--- config.mk ---
export PLATFORM = sky130hd
export DESIGN_NAME = fifo_addr_gen
export DESIGN_NICKNAME = d
export VERILOG_FILES = /design/src/rtl/fifo_pkg.sv /design/src/rtl/fifo_addr_gen_cmp.sv /design/src/rtl/fifo_addr_gen.sv
export SDC_FILE = /design/constraint.sdc
export NUM_CORES = 1
export LEC_CHECK = 0
export ABC_AREA = 1
export CAP_MARGIN = 30
export CORE_MARGIN = 2
export CORE_UTILIZATION = 49
export DETAILED_ROUTE_END_ITERATION = 10
export PLACE_DENSITY = 0.78
export SLEW_MARGIN = 20
export SYNTH_ARGS = -nofsm -noshare
export SYNTH_HDL_FRONTEND = slang
export SYNTH_HIERARCHICAL = 1
export SYNTH_SLANG_ARGS = --single-unit
--- constraint.sdc ---
create_clock -name clk -period 3.2 [get_ports clk]
set_clock_uncertainty 0.15 [all_clocks]
set_input_delay 0.32 -clock clk [delete_from_list [all_inputs] [get_ports clk]]
set_output_delay 0.32 -clock clk [all_outputs]
set_load 0.01 [all_outputs]
--- src/rtl/fifo_pkg.sv ---
// rtl/fifo_pkg.sv - shared FIFO depth default, width derivation and pointer wrap helper
package fifo_pkg;

    localparam int DEFAULT_DEPTH = 45;

    function automatic int addr_width(input int depth);
        return $clog2(depth);
    endfunction

    // Wraps at depth-1 rather than at 2^AW so non-power-of-two depths work.
    function automatic int unsigned ptr_next(input int unsigned ptr, input int unsigned depth);
        return (ptr == depth - 1) ? 32'd0 : ptr + 32'd1;
    endfunction

endpackage

--- src/rtl/fifo_addr_gen_cmp.sv ---
// rtl/fifo_addr_gen_cmp.sv - full/empty comparator from pointers and direction
module fifo_addr_gen_cmp
    import fifo_pkg::*;
#(
    parameter int DATADEPTH = DEFAULT_DEPTH,
    localparam int AW = addr_width(DATADEPTH)
) (
    input  logic [AW-1:0] B_W_address,
    input  logic [AW-1:0] B_R_address,
    input  logic          direction,
    output logic          afull,
    output logic          aempty
);

    logic equal;

    // Equal pointers are ambiguous; direction says which way the FIFO was heading.
    assign equal  = (B_W_address == B_R_address);
    assign afull  = equal && direction;
    assign aempty = equal && !direction;

endmodule

--- src/rtl/fifo_addr_gen.sv ---
// rtl/fifo_addr_gen.sv - single-clock FIFO pointer, direction, count and error-flag generator
module fifo_addr_gen
    import fifo_pkg::*;
#(
    parameter int DATADEPTH = DEFAULT_DEPTH,
    localparam int AW = addr_width(DATADEPTH),
    localparam int CW = addr_width(DATADEPTH + 1)
) (
    input  logic          clk,
    input  logic          rst,
    input  logic          w_en,
    input  logic          r_en,
    output logic [AW-1:0] B_W_address,
    output logic [AW-1:0] B_R_address,
    output logic          direction,
    output logic          full,
    output logic          empty,
    output logic          w_ack,
    output logic          r_ack,
    output logic [CW-1:0] count,
    output logic          overflow,
    output logic          underflow
);

    assign w_ack = w_en && !full;
    assign r_ack = r_en && !empty;

    always_ff @(posedge clk) begin
        if (rst) begin
            B_W_address <= '0;
            B_R_address <= '0;
            direction   <= 1'b0;
            count       <= '0;
            overflow    <= 1'b0;
            underflow   <= 1'b0;
        end else begin
            overflow  <= w_en && full;
            underflow <= r_en && empty;
            if (w_ack)
                B_W_address <= AW'(ptr_next(32'(B_W_address), DATADEPTH));
            if (r_ack)
                B_R_address <= AW'(ptr_next(32'(B_R_address), DATADEPTH));
            if (w_ack && !r_ack) begin
                direction <= 1'b1;
                count     <= count + CW'(1);
            end else if (r_ack && !w_ack) begin
                direction <= 1'b0;
                count     <= count - CW'(1);
            end
        end
    end

    fifo_addr_gen_cmp #(
        .DATADEPTH(DATADEPTH)
    ) u_cmp (
        .B_W_address(B_W_address),
        .B_R_address(B_R_address),
        .direction  (direction),
        .afull      (full),
        .aempty     (empty)
    );

endmodule

==> results of run 1 <==
[registers in the layout (all words and copies together) (netlist names)]
register	flops
B_R_address	6
B_W_address	6
count	6
direction	1
overflow	1
underflow	1
[through the flow]
stage	power, mW	hold WS, ns	cell area (um^2)	setup WS, ns
CTS	1.23	0.407	1670	0.306
floorplan	0.852	0.242	1330	0.535
detailed placement	1.10	0.388	1640	0.335
global placement	1.08	0.379	1640	0.505
finish	1.22	0.412	1670	0.318
global route	1.34	0.419	1670	0.00668
[critical path: cells and delay by family, from the launching register on]
family	cells	cell delay, ns
and+or+nand+nor	12	1.15
adders and majority gates	2	0.61
DFF	1	0.46
buffers and inverters	5	0.41
[cell type report]
type                    count  area share
clock buffers               4      0.0158
flip-flops and latches     21       0.252
repair buffers             28       0.168
multi-input cells         133       0.449
inverters                  41      0.0923
well taps                  30      0.0225
[worst max path at each step]
stage                   start       end  slack [ns]
6_report       B_R_address[1]  count[5]        0.32
5_1_grt        B_W_address[0]  count[5]       0.007
4_1_cts        B_R_address[0]  count[5]        0.31
3_5_place_dp   B_R_address[0]  count[5]        0.33
3_3_place_gp   B_W_address[0]  count[5]        0.50
2_1_floorplan  B_W_address[0]  count[5]        0.53
[per-layer routing]
| metal | routed length (um) | share of wire |
|---|---|---|
| met5 | 0 | 0 |
| met4 | 42 | 0.014 |
| met3 | 164 | 0.056 |
| met2 | 1390 | 0.47 |
| met1 | 1340 | 0.46 |
[synthesized netlist by cell type, drive strengths merged]
cell type | count | area, um^2
nand4 | 1 | 6.26
dfxtp | 21 | 420
nand2 | 43 | 181
o211ai | 1 | 7.51
o21a | 1 | 7.51
nand3 | 13 | 65.1
nand3b | 2 | 15.0
a21oi | 12 | 60.1
ha | 9 | 113
o21bai | 1 | 7.51
nor3 | 6 | 46.3
fa | 1 | 20.0
xnor2 | 3 | 26.3
inv | 41 | 154
nor3b | 1 | 7.51
nor2 | 30 | 138
a21o | 1 | 7.51
o21ai | 8 | 40.0
buf | 1 | 5.00
[cell families after synthesis]
family / share of synthesized area
XOR/XNOR: 0.0198
flip-flops: 0.317
AO/OA/AOI/OAI: 0.0980
buffers and inverters: 0.120
adder cells (fa/ha/maj): 0.0999
AND/OR/NAND/NOR: 0.346
[report_power, final]
group / switching, mW / internal [mW]
clock network: 0.0768 / 0.0486
registers: 0.0640 / 0.318
logic: 0.388 / 0.323
total: 0.529 / 0.689
==> flow_summary_export.csv, run 1 <==
group,metric,value,unit
status,status,"finished, final reports clean",
clock_tree,clkSinkCount,21,
power_and_ir_drop,powerDensity,731,nW/um^2
critical_path,cp.arrival,2.94,ns
grt,grt_util_met3,0.0349,
logic_synthesis,syn_inst,196,
drt,routed-via-count,1309,
clock_tree,cts_tree,"yes",
critical_path,critical_path.slowest_cell,"dfxtp_1",
sta,min_period_over_period,0.901,
floorplanning,rows,18,
critical_path,path_common_cell,"nand2_1",
critical_path,r2r_start,"B_R_address[1]",
logic_synthesis,ys_warn_count,6,
critical_path,path_cells,"inv_1 -> nand2_1 -> nand2_1 -> nor2_1 -> nand3_1 -> nor2_1 -> inv_2 -> nand2_4 -> ha_1 -> inv_1 -> ha_1 -> inv_1 -> nand2_1 -> nand3_1 -> nand2_1 -> nand2_1 -> nand3_1 -> nand2_1 -> inv_1",
placement,port_buffers,28,
sta,tns,0,ns
logic_synthesis,synth-seq-cells,21,
critical_path,path_max_fanout,6,
grt,antenna_found_initial,0,
drt,wirelength,2940,um
critical_path,max_stage_delay,0.46,ns
logic_synthesis,seq_area_frac_synth,0.317,
cells_and_area,finalNetCount,242,
clock_tree,postCtsResizedCells,0,
placement,dp_hpwl,2300,um
clock_tree,cts.hold.buffers_added,0,
drt,via_per_inst,5.09,
floorplanning,die_w,56.1,um
floorplanning,io_pins,29,
cells_and_area,nFillCells,240,
cells_and_area,multi_input_area,748,um^2
grt,grt_usage,0.206,
worst_hold_path,hold-path-endpoint,"B_W_address[1]",
logic_synthesis,syn_avg_cell_area,6.77,um^2
power_and_ir_drop,ir_drop,0.000555,V
clock_tree,clock_latency,0.30,ns
drt,drtPass1Iterations,4,
placement,dpl.cell_count,253,
logic_synthesis,syn-cell-area,1330,um^2
cells_and_area,register_area,420,um^2
cells_and_area,antennaDiodeCount,0,
drt,ant_nets,0,
sta,maxSlewHeadroom,0.682,
sta,fin_crit,2.88,ns
grt,grt_start_max_net_pins,12,
critical_path,r2r_slack,0.32,ns
floorplanning,dieHeight,56.1,um
cells_and_area,final_cell_mix,"nand2_1, inv_1, clkdlybuf4s50_1",
floorplanning,start_util,0.526,
floorplanning,core_area,2520,um^2
cells_and_area,drive_gt1_frac,0.0705,
grt,grt_pass1_vias,1249,
grt,top_usage_layer,"met2",
grt,overflow,0,
sta,rsz0062_at_grt,"no",
critical_path,r2r-end,"count[5]",
grt,grt_use_met1,0.264,
sta,clock.fmax,0.347,GHz
cells_and_area,final_core_util,0.661,
cells_and_area,layout.cells.non_filler,257,
clock_tree,cts_setup_buffers,0,
sta,hold_viol_final,0,
clock_tree,cts_buffers,3,
clock_tree,htree_levels,1,
clock_tree,clk_root_buffer_cell,"clkbuf_4",
critical_path,startpoint_type,"register",
worst_hold_path,worstHoldStart,"B_W_address[1]",
critical_path,worstSetupEndpointType,"register",
critical_path,reg2reg_depth,19,
grt,use_met2,0.334,
worst_hold_path,hold_class,"reg -> reg",
logic_synthesis,ys_types,27,
cells_and_area,final_common_cell,"nand2_1",
worst_hold_path,min_path_cells,2,
critical_path,worst-setup-path-type,"reg -> reg",
run,drv_cap,0,
floorplanning,fp.dieArea,3140,um^2
drt,drc,0,
critical_path,required,3.26,ns
cells_and_area,syn2layout_area_growth,25.5,%
sta,finalMaxSlewViolations,0,
drt,routedWlPerCell,11.4,um
clock_tree,cts_max_path_buffers,2,
drt,dr.first_iter.drc_count,34,
power_and_ir_drop,leakagePower,0.755,nW
sta,max_slew.worst_pin.slew,0.472,ns
logic_synthesis,synth_nets,210,
placement,place_congestion,0.843,
clock_tree,clkTransAtPathRegs,0.12,ns
sta,finalSetupViolCount,0,
grt,grt_pass1_wl,5200,um
Power figures use the tool's default switching activity.
==> run 2: changes to the inputs <==
--- a/config.mk
+++ b/config.mk
@@ -9,6 +9,8 @@
 export CAP_MARGIN = 30
 export CORE_MARGIN = 2
 export CORE_UTILIZATION = 49
+export CTS_BUF_LIST = sky130_fd_sc_hd__clkbuf_4
+export CTS_CLUSTER_DIAMETER = 100
 export DETAILED_ROUTE_END_ITERATION = 10
 export PLACE_DENSITY = 0.78
 export SLEW_MARGIN = 20
==> flow_summary_export.csv, run 2 (synthesis results as in run 1) <==
group,metric,value,unit
grt,overflow,0,
grt,grt_start_max_net_pins,12,
sta,whs,0.412,ns
drt,routed-via-count,1308,
grt,grt_usage,0.206,
sta,hold_viol_final,0,
critical_path,startpoint_type,"register",
drt,routedWlPerCell,11.4,um
drt,dr.first_iter.drc_count,34,
critical_path,worstSetupEndpointType,"register",
power_and_ir_drop,power.switching,529,uW
floorplanning,fp.dieArea,3140,um^2
placement,port_buffers,28,
cells_and_area,antennaDiodeCount,0,
power_and_ir_drop,leakagePower,0.758,nW
floorplanning,die_w,56.1,um
sta,clock.fmax,0.347,GHz
sta,fin_crit,2.88,ns
power_and_ir_drop,powerDensity,735,nW/um^2
critical_path,cp.arrival,2.94,ns
critical_path,path_max_fanout,6,
sta,finalMaxSlewViolations,0,
clock_tree,cts_max_path_buffers,2,
power_and_ir_drop,pwr-share-seq,0.311,
sta,finalSetupViolCount,0,
clock_tree,cts_setup_buffers,0,
cells_and_area,finalNetCount,242,
cells_and_area,nFillCells,238,
power_and_ir_drop,ir_drop,0.000598,V
clock_tree,cts.hold.buffers_added,0,
power_and_ir_drop,switching_share,0.431,
drt,via_per_inst,5.09,
cells_and_area,drive_gt1_frac,0.0749,
floorplanning,start_util,0.526,
clock_tree,postCtsResizedCells,0,
drt,dr_wl_met3,163,um
placement,dp_hpwl,2300,um
drt,ant_nets,0,
sta,rsz0062_at_grt,"no",
drt,drtPass1Iterations,4,
drt,wl_met2,1390,um
critical_path,worst-setup-path-type,"reg -> reg",
cells_and_area,largestRegisters,"B_R_address (6), B_W_address (6), count (6)",
clock_tree,htree_levels,1,
placement,place_congestion,0.843,
drt,highest_layer,"met4",
floorplanning,rows,18,
floorplanning,core_area,2520,um^2
grt,antenna_found_initial,0,
floorplanning,io_pins,29,
clock_tree,clock_latency,0.30,ns
clock_tree,cts_buffers,3,
clock_tree,clkSinkCount,21,
critical_path,required,3.26,ns
cells_and_area,layout.cells.non_filler,257,
status,status,"finished, final reports clean",
run,drv_cap,0,
drt,drc,0,
clock_tree,clk_root_buffer_cell,"clkbuf_4",
clock_tree,cts_tree,"yes",
cells_and_area,final_common_cell,"nand2_1",
power_and_ir_drop,clkPwrFrac,0.109,
drt,wirelength,2940,um
sta,max_slew.worst_pin.slew,0.472,ns
sta,min_period_over_period,0.899,
power_and_ir_drop,power.share.combinational,0.579,
cells_and_area,syn2layout_area_growth,25.8,%
floorplanning,dieHeight,56.1,um
grt,grt_pass1_wl,5200,um
placement,dpl.cell_count,253,
worst_hold_path,hold_class,"reg -> reg",
sta,tns,0,ns
drt,m1WireLength,1340,um
grt,grt_pass1_vias,1249,
cells_and_area,final_cell_mix,"nand2_1, inv_1, clkdlybuf4s50_1",
clock_tree,clkTransAtPathRegs,0.12,ns
power_and_ir_drop,intPower,698,uW
sta,maxSlewHeadroom,0.682,
[run 2: final timing paths]
kind	startpoint	to	slack (ns)	cells after the start
setup / recovery	B_R_address[1]	count[5]	0.32	19
hold / removal	B_W_address[1]	B_W_address[1]	0.41	2
setup reg to reg	B_R_address[1]	count[5]	0.32	19
hold reg to reg	B_W_address[1]	B_W_address[1]	0.41	2
[run 2: final cells by class]
| class | instances | area (um^2) | area share |
|---|---|---|---|
| clock buffer | 4 | 30.0 | 0.0180 |
| tap | 30 | 37.5 | 0.0225 |
| multi-input combinational | 133 | 748 | 0.448 |
| sequential | 21 | 420 | 0.252 |
| timing repair buffer | 28 | 280 | 0.168 |
| inverter | 41 | 154 | 0.0921 |
[run 2: stage by stage]
step	power (mW)	cell area, um^2	utilization	setup slack (ns)
after detailed placement	1.10	1640	0.650	0.335
after floorplan	0.852	1330	-	0.535
after CTS	1.24	1670	0.662	0.306
final	1.23	1670	0.662	0.322
after global placement	1.08	1640	0.650	0.505
after global routing	1.35	1670	0.662	0.00591
[run 2: per-layer routing]
layer	track usage	up-vias
met5	0	-
met2	0.334	43
met3	0.0349	6
met4	0.102	0
met1	0.264	590
li1	-	669
[run 2: critical path, cell delays in order (launching register included)]
cell and delay [ns]:
dfxtp_1 0.46, inv_1 0.07, nand2_1 0.06, nand2_1 0.06
nor2_1 0.11, nand3_1 0.11, nor2_1 0.29, inv_2 0.09
nand2_4 0.11, ha_1 0.24, inv_1 0.14, ha_1 0.37
inv_1 0.08, nand2_1 0.06, nand3_1 0.10, nand2_1 0.06
nand2_1 0.06, nand3_1 0.06, nand2_1 0.07, inv_1 0.03
[run 2: power groups by stage]
stage / combinational, mW / clock (mW) / sequential, mW
global route: 0.808 / 0.152 / 0.391
floorplan: 0.455 / 0 / 0.397
global placement: 0.692 / 0 / 0.384
finish: 0.711 / 0.134 / 0.382
detailed placement: 0.708 / 0 / 0.387
CTS: 0.714 / 0.141 / 0.381
